**config.mk**
```make
export PLATFORM = sky130hd
export DESIGN_NAME = jtag_dr_queue
export DESIGN_NICKNAME = d
export VERILOG_FILES = /design/src/rtl/jtag_dr_queue.sv
export SDC_FILE = /design/constraint.sdc
export NUM_CORES = 1
export LEC_CHECK = 0
export BUFFER_PORTS_ARGS = -buffer_cell sky130_fd_sc_hd__buf_2
export CELL_PAD_IN_SITES_DETAIL_PLACEMENT = 1
export CELL_PAD_IN_SITES_GLOBAL_PLACEMENT = 2
export CORE_ASPECT_RATIO = 1.25
export CORE_MARGIN = 10
export CORE_UTILIZATION = 43
export CTS_CLUSTER_SIZE = 8
export DETAILED_ROUTE_END_ITERATION = 12
export HOLD_SLACK_MARGIN = 0.06
export PLACE_DENSITY = 0.84
export SLEW_MARGIN = 20
export SYNTH_ARGS = -nofsm -noshare
export SYNTH_HDL_FRONTEND = slang
export SYNTH_SLANG_ARGS = --single-unit
```
**constraint.sdc**
```tcl
create_clock -name JTCK -period 4.4 [get_ports JTCK]
set_input_delay 0 -clock JTCK [delete_from_list [all_inputs] [get_ports JTCK]]
set_output_delay 0 -clock JTCK [all_outputs]
set_load 0.01 [all_outputs]
```
**src/rtl/jtag_dr_queue.sv**
```systemverilog
// rtl/jtag_dr_queue.sv - JTAG {address, data} register with length check and update queue
// Captured/shifted chain is pushed into a small FIFO on each Update-DR edge.
module jtag_dr_queue #(
  parameter int DATA_WIDTH = 8,
  parameter int ADDR_WIDTH = 3,
  parameter int DEPTH      = 4
) (
  input  logic                        JTCK,
  input  logic                        JRST,
  input  logic                        JTDI,
  output logic                        JTDO,
  input  logic                        JSHIFT,
  input  logic                        JCE,
  input  logic                        JUPDATE,
  input  logic                        JTAGREG_ENABLE,
  input  logic [DATA_WIDTH-1:0]       REG_D,
  input  logic [ADDR_WIDTH-1:0]       REG_ADDR_D,
  output logic [DATA_WIDTH-1:0]       REG_Q,
  output logic [ADDR_WIDTH-1:0]       REG_ADDR_Q,
  output logic                        REG_VALID,
  input  logic                        REG_READY,
  output logic                        REG_UPDATE,
  output logic [$clog2(DEPTH):0]      LEVEL,
  output logic                        LEN_ERR,
  output logic                        OVF_ERR,
  input  logic                        ERR_CLR
);

  localparam int L  = DATA_WIDTH + ADDR_WIDTH;
  localparam int CW = $clog2(L + 2);
  localparam int PW = $clog2(DEPTH);
  localparam int LW = PW + 1;

  localparam logic [CW-1:0] CNT_LEN = CW'(L);
  localparam logic [CW-1:0] CNT_SAT = CW'(L + 1);
  localparam logic [LW-1:0] LVL_MAX = LW'(DEPTH);

  logic [L-1:0]  sr;
  logic [CW-1:0] cnt;
  logic          upd_q;
  logic [L-1:0]  mem [DEPTH];
  logic [PW-1:0] wp;
  logic [PW-1:0] rp;
  logic [LW-1:0] level_r;
  logic [L-1:0]  head;

  logic en, upd, len_ok, full, pop, push, len_bad, ovf;

  assign en      = JTAGREG_ENABLE & JCE;
  assign upd     = JUPDATE & ~upd_q & JTAGREG_ENABLE;
  assign len_ok  = (cnt == CNT_LEN);
  assign full    = (level_r == LVL_MAX);
  assign pop     = REG_VALID & REG_READY;
  // A full queue still accepts a push when the head leaves in the same cycle.
  assign push    = upd & len_ok & (~full | pop) & ~JRST;
  assign len_bad = upd & ~len_ok;
  assign ovf     = upd & len_ok & full & ~pop;

  always_ff @(posedge JTCK) begin
    if (JRST) begin
      sr         <= '0;
      cnt        <= '0;
      upd_q      <= 1'b0;
      wp         <= '0;
      rp         <= '0;
      level_r    <= '0;
      REG_UPDATE <= 1'b0;
      LEN_ERR    <= 1'b0;
      OVF_ERR    <= 1'b0;
    end else begin
      upd_q <= JUPDATE;
      if (en) begin
        if (JSHIFT) begin
          sr <= {sr[L-2:0], JTDI};
          if (cnt != CNT_SAT) cnt <= cnt + CW'(1);
        end else begin
          sr  <= {REG_ADDR_D, REG_D};
          cnt <= '0;
        end
      end
      if (push) wp <= wp + PW'(1);
      if (pop)  rp <= rp + PW'(1);
      case ({push, pop})
        2'b10:   level_r <= level_r + LW'(1);
        2'b01:   level_r <= level_r - LW'(1);
        default: level_r <= level_r;
      endcase
      REG_UPDATE <= push;
      // A new error wins over a simultaneous clear.
      LEN_ERR <= (LEN_ERR & ~ERR_CLR) | len_bad;
      OVF_ERR <= (OVF_ERR & ~ERR_CLR) | ovf;
    end
  end

  always_ff @(posedge JTCK) begin
    if (push) mem[wp] <= sr;
  end

  assign head       = mem[rp];
  assign JTDO       = sr[L-1];
  assign LEVEL      = level_r;
  assign REG_VALID  = (level_r != '0);
  assign REG_Q      = REG_VALID ? head[DATA_WIDTH-1:0] : '0;
  assign REG_ADDR_Q = REG_VALID ? head[L-1:DATA_WIDTH] : '0;

endmodule
```
==> impl_metrics.toml <==
[route]
drt_iter0_drc = 72
dr.pass1.iters = 7
wl_um = 6174
ant_nets = 0
post_drt_wl_per_cell_um = 16.92
via_count = 1843
vias_per_cell = 5.049
drcViolationCount = 0

[worst_setup_path]
crit_type = "reg -> reg"
crit_fanout = 7
cp.arrival_ns = 2.56
endpoint_kind = "flip-flop"
crit_required_ns = 4.67
startpoint_type = "flip-flop"

[floorplanning]
start_util = 0.4379
rows = 34
core_region_area_um2 = 6892
die_w_um = 94.93
die_area_um2 = 10790
die_h_um = 113.7
io_pins = 39

[final_layout]
finalInstanceArea_um2 = 3611
post-route-util = 0.5240
final_cell_mix = "44 x edfxtp_1, 38 x buf_2, 28 x dfxtp_1"
drive_above_1_share = 0.2655
areaGrowthSynthToFinish_pct = 19.65
final_common_cell = "edfxtp_1"
nets = 298
finalNonFillerCells = 365
diodes = 0

[clocking]
cts_tree = "done"
clk_latency_ns = 0.34
cts_sinks = 72
post_cts_buffers = 0
cts_buffer_depth = 2
htree_levels = 3
cts.clk_slew.worst_paths_ns = 0.08
clock_tree.root_cell = "clkbuf_8"
cts_buffers = 9

[grt]
antenna_found_initial = 0
grt-ovfl-total = 0
grt_pass1_wl_um = 10200
grtUsageTotal = 0.1242
grt_max_degree = 28
grt_pass1_vias = 1976

[timing]
holdWs_ns = 0.1113
min_period_over_period = 0.5214
period_needed_ns = 2.294
fmax_mhz = 435.9
slew_headroom = 0.5037
setup_tns_ns = 0
drv_slew = 0
worst_pin_slew_ns = 0.7445
hold_violations = 0
skew_ns = 0.005614
rsz0062_at_grt = "no"
finalSetupViolCount = 0

[logic_synthesis]
async_flop_share = 0
yosysWarnings = 0
synthesis.area_um2 = 3018
syn_inst = 215
ys_ff_latch = 72
synth_edf_count = 44
ys.flop_type = "edfxtp_1"
synth_nets = 243
avgSynthCellArea_um2 = 14.04
seq_area_frac_synth = 0.6235
ys_types = 35

[min_path]
min-delay-path-class = "in -> reg"

[status]
outcome = "complete, no violations"

[power]
total_leakage_power_nw = 1.335
netSwitchingFraction = 0.2307
p_per_area_nw_per_um2 = 344.1
p_seq_frac = 0.593
p_comb_frac = 0.044
clkPwrFrac = 0.364
ir_drop_mv = 0.1392
internal-power_mw = 0.9559
power_switching_mw = 0.2867

[place]
dp.cells = 333
place_hpwl_um = 4128
finalWeightedCongestion = 0.7397
dpl_cell_area_um2 = 3279
port_buffers = 38

[job]
drv_cap = 0
## critical path, stage by stage (launching register included)
cell	delay, ns
dfxtp_1	0.40
nor4b_4	0.37
nor4_2	0.12
inv_1	0.09
ha_1	0.17
inv_1	0.06
fa_1	0.37
xor2_1	0.16
or3_1	0.32
a21oi_1	0.16
## registers in the layout, indices dropped and copies added (netlist names), named ones only
register    flops
LEN_ERR         1
LEVEL           3
OVF_ERR         1
REG_UPDATE      1
cnt             4
mem            44
rp              2
sr             11
upd_q           1
wp              2
## path summary, 6_finish.rpt
check / startpoint / end / slack (ns) / cells after the start
worst max-delay path: LEVEL[0] / LEVEL[2] / 2.11 / 9
worst min-delay path: JRST / LEVEL[1] / 0.11 / 2
worst max register to register: LEVEL[0] / LEVEL[2] / 2.11 / 9
worst min register to register: wp[1] / wp[1] / 0.53 / 2
## layout make-up
| type | instances | area, um^2 |
|---|---|---|
| multi-input cells | 121 | 1046 |
| fillers | 736 | 3281 |
| repair buffers | 55 | 357.8 |
| well taps | 90 | 112.6 |
| flip-flops and latches | 72 | 1882 |
| clock buffers | 9 | 123.9 |
| clock inverters | 7 | 47.55 |
| inverters | 11 | 41.29 |
## kinds of logic (layout without fill, tap and decap cells)
family | after synthesis | count (layout) | synth area share
adder cells (fa/ha/maj) | 8 | 8 | 0.03565
AND/OR/NAND/NOR | 58 | 58 | 0.1153
XOR/XNOR | 4 | 4 | 0.01161
flip-flops | 72 | 72 | 0.6236
multiplexers | 24 | 24 | 0.1256
buffers and inverters | 22 | 82 | 0.02985
AO/OA/AOI/OAI | 27 | 27 | 0.05846
## synthesized netlist by cell type (4+ instances only)
| cell | instances | area (um^2) |
|---|---|---|
| a211oi_1 | 11 | 82.58 |
| mux2i_1 | 12 | 120.1 |
| xor2_1 | 4 | 35.03 |
| ha_1 | 7 | 87.58 |
| mux4_2 | 11 | 247.7 |
| a21oi_1 | 8 | 40.04 |
| clkbuf_1 | 7 | 26.28 |
| nor2_1 | 20 | 75.07 |
| nor2b_1 | 12 | 75.07 |
| edfxtp_1 | 44 | 1321 |
| dfxtp_1 | 28 | 560.5 |
| inv_1 | 11 | 41.29 |
| or3_1 | 4 | 25.02 |
| and2_2 | 4 | 30.03 |
## per-layer routing
metal	up-vias	wire, um	GRT usage
li1	901	-	-
met2	36	3116	0.2050
met3	9	302	0.04076
met5	-	0	0
met1	897	2651	0.1453
met4	0	104	0.04900
## metrics by stage
step | worst slack (ns) | total power [mW]
floorplan | 2.285 | 0.7751
global placement | 2.215 | 0.7929
detailed placement | 2.157 | 0.7954
CTS | 2.085 | 1.256
global route | 1.936 | 1.297
finish | 2.106 | 1.243
## repair_timing
action / 4_1_cts / 5_1_grt
gates resized for setup: 0 / 0
hold endpoints to repair: 15 / 0
hold buffers: 16 / 0
## power groups by stage
stage                     logic (mW)  clock network (mW)  registers (mW)
after floorplan               0.0286                   0           0.746
after global placement        0.0432                   0           0.750
after detailed placement      0.0440                   0           0.751
after CTS                     0.0544               0.466           0.736
after global routing          0.0607               0.498           0.739
final                         0.0542               0.452           0.736
Note: power is estimated with default switching activity, not from simulation.
